### src/rtl/regfile_wb_pkg.sv
// rtl/regfile_wb_pkg.sv - shared types and constants for the register-file write-back arbiter
package regfile_wb_pkg;

    localparam int REG_COUNT = 32;
    localparam int WB_ADDRW  = 5;
    localparam int WB_DATAW  = 64;

    typedef enum logic [0:0] {
        WB_EMPTY = 1'b0,
        WB_HOLD  = 1'b1
    } wb_state_e;

    typedef struct packed {
        logic [WB_ADDRW-1:0] rd;
        logic [WB_DATAW-1:0] data;
    } wb_req_t;

endpackage

### src/rtl/regfile_wb_sb.sv
// rtl/regfile_wb_sb.sv - per-register busy scoreboard for long-latency destinations
// Ports: i_clk/i_rst_n clock and async active-low reset; i_set_en/i_set_rd mark a
// register busy; i_clr_en/i_clr_rd release it; o_busy is the registered busy vector.
// A set and clear of the same register in one cycle leaves it busy; bit 0 never sets.
module regfile_wb_sb
    import regfile_wb_pkg::*;
#(
    parameter int ADDRW = 5
) (
    input  logic                 i_clk,
    input  logic                 i_rst_n,
    input  logic                 i_set_en,
    input  logic [ADDRW-1:0]     i_set_rd,
    input  logic                 i_clr_en,
    input  logic [ADDRW-1:0]     i_clr_rd,
    output logic [REG_COUNT-1:0] o_busy
);

    logic [REG_COUNT-1:0] busy_q;
    logic [REG_COUNT-1:0] busy_d;

    // Clear is applied first so a same-cycle set of the same index overrides it.
    always_comb begin
        busy_d = busy_q;
        if (i_clr_en) begin
            busy_d[i_clr_rd] = 1'b0;
        end
        if (i_set_en) begin
            busy_d[i_set_rd] = 1'b1;
        end
        busy_d[0] = 1'b0;
    end

    always_ff @(posedge i_clk or negedge i_rst_n) begin
        if (!i_rst_n) begin
            busy_q <= '0;
        end else begin
            busy_q <= busy_d;
        end
    end

    assign o_busy = busy_q;

endmodule

### src/rtl/regfile_wb.sv
// rtl/regfile_wb.sv - write-back arbiter merging pipeline (A) and long-latency (B) results
// Ports: i_clk/i_rst_n clock and async active-low reset; i_iss_* issue-side destination
// tracking; i_a_*/o_a_ready pipeline result port; i_b_*/o_b_ready long-unit result port;
// o_wen/o_waddr/o_wdata registered register-file write port; o_busy busy scoreboard.
// Optional macro REGFILE_WB_STARVE_GUARD_EN: after STARVE_MAX cycles of a held B result
// being blocked by A, A is refused for one cycle so the held result drains.
module regfile_wb
    import regfile_wb_pkg::*;
#(
    parameter int CPU_WIDTH  = 64,
    parameter int REG_ADDRW  = 5,
    parameter int STARVE_MAX = 4
) (
    input  logic                 i_clk,
    input  logic                 i_rst_n,
    input  logic                 i_iss_valid,
    input  logic                 i_iss_long,
    input  logic [REG_ADDRW-1:0] i_iss_rd,
    input  logic                 i_a_valid,
    output logic                 o_a_ready,
    input  logic [REG_ADDRW-1:0] i_a_rd,
    input  logic [CPU_WIDTH-1:0] i_a_data,
    input  logic                 i_b_valid,
    output logic                 o_b_ready,
    input  logic [REG_ADDRW-1:0] i_b_rd,
    input  logic [CPU_WIDTH-1:0] i_b_data,
    output logic                 o_wen,
    output logic [REG_ADDRW-1:0] o_waddr,
    output logic [CPU_WIDTH-1:0] o_wdata,
    output logic [31:0]          o_busy
);

    wb_state_e            state_q, state_d;
    wb_req_t              hold_q, hold_d;
    logic                 wen_q, wen_d;
    logic [REG_ADDRW-1:0] waddr_q, waddr_d;
    logic [CPU_WIDTH-1:0] wdata_q, wdata_d;

    logic                 a_acc;
    logic                 b_acc;
    logic                 guard_fire;
    logic                 commit_en;
    logic                 clr_en;
    wb_req_t              commit_req;

`ifdef REGFILE_WB_STARVE_GUARD_EN
    localparam int CNT_W = $clog2(STARVE_MAX + 2);

    logic [CNT_W-1:0] cnt_q, cnt_d;

    assign guard_fire = (state_q == WB_HOLD) && (cnt_q >= CNT_W'(STARVE_MAX));

    // Counts A wins over a held B; any exit from HOLD (including the guard drain) restarts it.
    always_comb begin
        cnt_d = cnt_q;
        if (state_d != WB_HOLD) begin
            cnt_d = '0;
        end else if ((state_q == WB_HOLD) && a_acc) begin
            cnt_d = cnt_q + 1'b1;
        end
    end

    always_ff @(posedge i_clk or negedge i_rst_n) begin
        if (!i_rst_n) begin
            cnt_q <= '0;
        end else begin
            cnt_q <= cnt_d;
        end
    end
`else
    localparam int unused_starve_max = STARVE_MAX;

    assign guard_fire = 1'b0;
`endif

    // Readies depend only on registered state so they never loop through the valids.
    assign o_a_ready = !guard_fire;
    assign o_b_ready = (state_q == WB_EMPTY);

    assign a_acc = i_a_valid && o_a_ready;
    assign b_acc = i_b_valid && o_b_ready;

    always_comb begin
        state_d    = state_q;
        hold_d     = hold_q;
        commit_en  = 1'b0;
        clr_en     = 1'b0;
        commit_req = hold_q;
        if (guard_fire) begin
            commit_en = 1'b1;
            clr_en    = 1'b1;
            state_d   = WB_EMPTY;
        end else if (a_acc) begin
            commit_en       = 1'b1;
            commit_req.rd   = i_a_rd;
            commit_req.data = i_a_data;
            if (b_acc) begin
                hold_d.rd   = i_b_rd;
                hold_d.data = i_b_data;
                state_d     = WB_HOLD;
            end
        end else if (state_q == WB_HOLD) begin
            commit_en = 1'b1;
            clr_en    = 1'b1;
            state_d   = WB_EMPTY;
        end else if (b_acc) begin
            commit_en       = 1'b1;
            clr_en          = 1'b1;
            commit_req.rd   = i_b_rd;
            commit_req.data = i_b_data;
        end
    end

    // x0 writes complete the handshake but never reach the register file.
    always_comb begin
        wen_d   = commit_en && (commit_req.rd != '0);
        waddr_d = commit_en ? commit_req.rd : waddr_q;
        wdata_d = commit_en ? commit_req.data : wdata_q;
    end

    always_ff @(posedge i_clk or negedge i_rst_n) begin
        if (!i_rst_n) begin
            state_q <= WB_EMPTY;
            hold_q  <= '0;
            wen_q   <= 1'b0;
            waddr_q <= '0;
            wdata_q <= '0;
        end else begin
            state_q <= state_d;
            hold_q  <= hold_d;
            wen_q   <= wen_d;
            waddr_q <= waddr_d;
            wdata_q <= wdata_d;
        end
    end

    assign o_wen   = wen_q;
    assign o_waddr = waddr_q;
    assign o_wdata = wdata_q;

    regfile_wb_sb #(
        .ADDRW (REG_ADDRW)
    ) u_sb (
        .i_clk    (i_clk),
        .i_rst_n  (i_rst_n),
        .i_set_en (i_iss_valid && i_iss_long && (i_iss_rd != '0)),
        .i_set_rd (i_iss_rd),
        .i_clr_en (clr_en),
        .i_clr_rd (commit_req.rd),
        .o_busy   (o_busy)
    );

endmodule

### config.mk
export PLATFORM = sky130hd
export DESIGN_NAME = regfile_wb
export DESIGN_NICKNAME = d
export VERILOG_FILES = /design/src/rtl/regfile_wb_pkg.sv /design/src/rtl/regfile_wb_sb.sv /design/src/rtl/regfile_wb.sv
export SDC_FILE = /design/constraint.sdc
export NUM_CORES = 1
export LEC_CHECK = 0
export CAP_MARGIN = 20
export CORE_MARGIN = 2
export CORE_UTILIZATION = 47
export DETAILED_ROUTE_END_ITERATION = 10
export MAX_ROUTING_LAYER = met4
export PLACE_DENSITY = 0.79
export SLEW_MARGIN = 20
export SYNTH_ARGS = -nofsm -noshare
export SYNTH_HDL_FRONTEND = slang
export SYNTH_SLANG_ARGS = --single-unit
export TNS_END_PERCENT = 30
### constraint.sdc
create_clock -name i_clk -period 2.2 [get_ports i_clk]
set_clock_uncertainty 0.2 [all_clocks]
set_input_delay 0.44 -clock i_clk [delete_from_list [all_inputs] [get_ports i_clk]]
set_output_delay 0.44 -clock i_clk [all_outputs]
set_load 0.01 [all_outputs]
* Word level (Yosys, flattened, before mapping)
Index checks and enable logic that the tools add are counted.
** Storage, ports and cells
- Output and inout bits :: 104
- Word-level logic and storage cells :: 39
- Input port bits :: 149
- Bits in registers :: 171
** Operators by class
- Bitwise operators :: 4
- Reductions and logical operators :: 8
- Equality and inequality tests :: 1
- Magnitude comparators :: 4
- Muxes and demuxes :: 15
** Operators by type and width (count)
- 69-bit two-way mux :: 3
- 32-bit two-way mux :: 2
- 32-bit bitwise AND :: 1
- 32-bit NOT :: 1
- 32-bit bitwise OR :: 1
- 5-bit by 6-bit less-than comparator with 1-bit output, second input constant :: 2
- 1-bit demux with 5-bit select :: 2
- 5-bit by 1-bit >= comparator with 1-bit output, second input constant :: 2
- 5-bit nonzero test :: 2
- 1-bit two-way mux :: 8
- 1-bit logical AND :: 6
- 2-bit by 1-bit != test with 1-bit output, second input constant :: 1
- 1-bit NOT :: 1

* Logic depth before layout (Yosys ltp)
- Depth in word-level cells :: 14
- Gate-level depth with buffers :: 8
- Gate-level depth less buffers :: 5

* Cells and area by module
Synthesis repeated with hierarchy kept, for this count alone.
** Unflattened totals
- Cells, all modules :: 604
- Area total of the unflattened synthesis :: 7367.1 µm²
** Modules (own cells, without submodules)
- regfile_wb :: area each 6083.3 µm², cells each 484, times used 1
- regfile_wb_sb :: area each 1283.7 µm², cells each 120, times used 1

* Worst setup path before layout
OpenSTA, ideal clock, no wires.
- Path kind :: input port to flip-flop
- Start :: input port i_b_valid
- End :: register hold_q[57] in the netlist's numbering
- Path slack :: 184 ps
- Cell stages on the path :: 7
- Data required time :: 1875 ps
- Data arrival time :: 1691 ps
- Cells stage by stage :: buf_6 nor2b_4 buf_6 nand2_1 buf_2 buf_2 mux2_2
** On the way
- Word-level cells in the longest chain between the ends :: 2
** Ends and longest elaborated chain
- start: declaration :: RTL line regfile_wb.sv:23 : input logic i_b_valid,
- 1-bit logical AND :: RTL line regfile_wb.sv:81 : assign b_acc = i_b_valid && o_b_ready;
- 69-bit two-way mux
- end signal: assignment :: RTL line regfile_wb.sv:130 : hold_q <= hold_d;
- end: declaration :: RTL line regfile_wb.sv:34 : wb_req_t hold_q, hold_d;
Every way passes these cells.
A chain may end at the register's enable or synchronous reset.

* Worst setup path after layout
- Start :: register state_q
- End :: register u_sb.busy_q[13] (netlist: u_sb.o_busy[13])
** On the way
- Word-level cells in the longest chain between the ends :: 14
- Elaborated cells between the ends (all ways) :: 18
- Those cells by class :: order compare: 2; mux: 10; bitwise: 4; reduce/logical: 2
** Ends and longest elaborated chain
- start: declaration :: RTL line regfile_wb.sv:33 : wb_state_e state_q, state_d;
- start signal: assignment :: RTL line regfile_wb.sv:129 : state_q <= state_d;
- 1-bit NOT :: RTL line regfile_wb.sv:78 : assign o_b_ready = (state_q == WB_EMPTY);
- 1-bit logical AND :: RTL line regfile_wb.sv:81
- 69-bit two-way mux :: RTL line regfile_wb.sv:106 : end else if (b_acc) begin
- 69-bit two-way mux :: RTL line regfile_wb.sv:102 : end else if (state_q == WB_HOLD) begin
- 69-bit two-way mux :: RTL line regfile_wb.sv:93 : end else if (a_acc) begin
- 5-bit by 6-bit less-than comparator with 1-bit output (implied by the code) / 5-bit by 1-bit >= comparator with 1-bit output (equally long branches) :: RTL line regfile_wb_sb.sv:26 : busy_d[i_clr_rd] = 1'b0;
- 1-bit logical AND (implied by the code) :: RTL line regfile_wb_sb.sv:26
- 1-bit two-way mux (implied by the code) :: RTL line regfile_wb_sb.sv:26
- 1-bit demux with 5-bit select
- 32-bit NOT (no source line)
- 32-bit bitwise AND (no source line)
- 32-bit two-way mux * :: RTL line regfile_wb_sb.sv:25 : if (i_clr_en) begin
- 32-bit bitwise OR (no source line)
- 32-bit two-way mux * :: RTL line regfile_wb_sb.sv:28 : if (i_set_en) begin
- named net u_sb.busy_d[13] :: RTL line regfile_wb_sb.sv:20 : logic [REG_COUNT-1:0] busy_d;
- end signal: assignment :: RTL line regfile_wb_sb.sv:38 : busy_q <= busy_d;
- end: declaration :: RTL line regfile_wb_sb.sv:19 : logic [REG_COUNT-1:0] busy_q;
The timed path passes the listed nets; every way through them passes the cells marked *.

==> results.cfg <==
[worst_setup_path]
required_ns = 2.29
path_max_fanout = 6
cpMaxStageDelayCell = or4b_4
cp.arrival_ns = 2.30
max_stage_delay_ns = 0.54
cp_cell_sequence = buf_6 > or4b_4 > o31ai_4 > nand3b_1 > o21ai_0 > o21ai_0
crit_path_end_kind = flop
critPathMostFrequentCell = o21ai_0
critPathLaunchType = flop
r2r_start = state_q$_DFFE_PN0P_
worstSetupStartpoint = state_q$_DFFE_PN0P_
path_class = flop to flop

[die]
pin_count = 253
die_h_um = 134
dieArea_mm2 = 0.0178
initial_core_util_pct = 47.9
core_mm2 = 0.0165
rows = 47
die_x_um = 134

[outcome]
violations = setup timing
status = finished with violations

[detailed_routing]
routed_wl_um = 21900
via_per_inst = 5.32
drc = 0
ant_nets = 0
drt_iter0_markers = 445
vias = 6555
wl_per_cell_um = 17.8
firstDrtPassIters = 5

[timing]
worst_slack_ns = -0.00624
setup_viol = 1
tightest_slew_ns = 0.593
finalCritPeriodShare_pct = 100
slew_viol_final = 0
period_needed_ns = 2.21
hold_violations = 0
grt_setup_unrepaired = true
relSlewSlack_pct = 60.4
fmax_mhz = 453

[place]
place_congestion = 0.866
hpwl_um = 15200
dp.cells = 1195
io_buffers = 250

[synth]
synth-edff-count = 0
yosys.cell_types.count = 33
synth.top_cell.area_share_pct = 54.3
yosysMostFrequentCell = dfrtp_1
syn_inst = 746
synth_top_area_cell = dfrtp_1
ys.flop_type = dfrtp_1
synth_common_cells = 171 x dfrtp_1, 121 x o21ai_0, 83 x nand2_1
yosysWarnings = 0
yosysSeqAreaShare_pct = 54.3
synth_area_mm2 = 0.00788
synth_nets = 895
yosys_register_bits = 171
synthesis.area_per_instance_um2 = 10.6
postSynth.asyncResetShare_pct = 100
netlist_top_cells_area = dfrtp_1 54%, mux2_2 10%, mux2i_1 8.5%, o21ai_0 7.7%, a21oi_1 4.3%

[clock_network]
clock-sinks = 171
cts_tree = built
h-tree-depth = 4
clk_path_buf_depth = 2
cts_buffers = 17
worst_skew_pair.late_latency_ns = 0.42
clockRootBuffer = clkbuf_16
clk_pin_slew_worst_paths_ns = 0.06

[grt]
antenna_found_initial = 0
grtUsageTotal_pct = 25.6
grt_max_degree = 65
grt_pass1_vias = 6633
overflow = 0
grt_pass1_wl_um = 35000

[power_and_ir_drop]
p_leak_nw = 4.94
power.internal_mw = 6.91
power_frac_clock_pct = 34.5
combPwrFrac_pct = 23.4
p_seq_share_pct = 42.2
finalPower_mw = 9.37
power_density_mw_per_mm2 = 819
ir_worst_vdd_mv = 0.536
p_switching_mw = 2.46
swShare_pct = 26.2

[layout]
nNetsFinal = 1147
finalNonFillerCells = 1231
area_growth_pct = 45.2
num_antenna_cells = 0
drive_gt1_share_pct = 14.7
nFillCells = 1260

[worst_hold_path]
hp-start = o_waddr[4]$_DFFE_PN0P_
hp-class = flop to flop

[run]
cap_violations = 0
==> flip-flops by register name, summed over array words and instances (netlist names) <==
name,flops
o_waddr,5
o_wdata,64
u_sb.o_busy,31
state_q,1
hold_q,69
o_wen,1
==> critical path: cells and delay by family (launching register included) <==
| kind | cells | cell delay (ns) |
|---|---|---|
| buffers and inverters | 1 | 0.14 |
| AOI/OAI and AO/OA | 3 | 0.45 |
| and+or+nand+nor | 2 | 0.76 |
| DFF | 1 | 0.53 |
==> power groups by stage <==
stage / Clock, mW / Combinational, mW / Sequential, mW
after detailed placement: 0 / 2.17 / 4.00
after CTS: 3.27 / 2.20 / 3.95
after floorplan: 0 / 0.849 / 4.07
after global routing: 3.44 / 2.37 / 4.01
final: 3.23 / 2.19 / 3.95
after global placement: 0 / 2.12 / 3.98
==> path summary, 6_finish.rpt <==
kind	to	slack, ns	cells past startpoint
min reg2reg	o_waddr[4]$_DFFE_PN0P_	0.29	2
max	u_sb.o_busy[13]$_DFF_PN0_	-0.006	6
max reg2reg	u_sb.o_busy[13]$_DFF_PN0_	-0.006	6
min	o_waddr[4]$_DFFE_PN0P_	0.29	2
min in group asynchronous	o_wdata[36]$_DFFE_PN0P_	0.35	2
max in group asynchronous	u_sb.o_busy[8]$_DFF_PN0_	0.81	3
==> area by class of cell <==
cell class / instances / area [µm²] / share of cell area, %
sequential: 171 / 4280 / 37.4
multi-input combinational: 521 / 3370 / 29.5
timing repair buffer: 283 / 2870 / 25.1
clock buffer: 20 / 437 / 3.81
tap: 220 / 275 / 2.40
clock inverter: 12 / 196 / 1.72
inverter: 4 / 15.0 / 0.131
==> what timing repair did <==
action,CTS,global route
resized for setup,2,11
hold buffers,1,0
endpoints found under the hold margin,50,0
buffers inserted,3,0
setup endpoints to repair,1,14
pin swaps,0,3
==> layout by cell type, fill, tap and decap left out, types with 3 or more instances in the layout <==
master,netlist,layout
o21ai_1,2,8
o2bb2ai_1,4,4
bufinv_16,0,5
o311a_1,3,3
clkinv_4,0,3
a21oi_1,67,67
buf_6,2,3
buf_4,2,23
o21ai_0,121,115
mux2_2,70,70
nand3b_1,7,7
buf_12,0,9
inv_1,4,3
dfrtp_1,171,170
clkbuf_16,0,17
clkinv_2,0,4
nor2_1,69,69
nand2_1,83,80
nand4bb_1,3,3
nand3_1,8,7
clkbuf_1,26,3
mux2i_1,67,67
clkdlybuf4s50_1,0,246
==> metal layers <==
layer | GRT usage (%) | wire length, µm | vias up
li1 | - | - | 3119
met1 | 32.4 | 9430 | 3168
met2 | 42.2 | 10800 | 231
met3 | 4.38 | 1190 | 37
met4 | 8.45 | 463 | 0
met5 | - | 0 | -
==> metrics by stage <==
stage | util [%] | area [µm²] | setup TNS, ns | setup slack [ns] | hold WS [ns]
finish | 69.5 | 11400 | -0.00624 | -0.00624 | 0.286
global route | 69.5 | 11400 | -0.342 | -0.0683 | 0.314
CTS | 69.4 | 11400 | 0 | 0.0138 | 0.289
detailed placement | 65.4 | 10800 | -1.45 | -0.153 | 0.245
global placement | 65.4 | 10800 | -0.647 | -0.0859 | 0.241
floorplan | - | 7880 | 0 | 0.184 | -0.0556
==> cells by family (layout without fill, tap and decap cells) <==
logic type             count (synthesis)  count (layout)  share of synthesized area, %
and+or+nand+nor                      181             181                          10.3
buffers and inverters                 54             319                          3.14
AOI/OAI and AO/OA                    201             201                          13.7
DFF                                  171             171                          54.3
muxes                                137             137                          18.5
other                                  2               2                        0.0953
(Power assumes the default switching activity.)
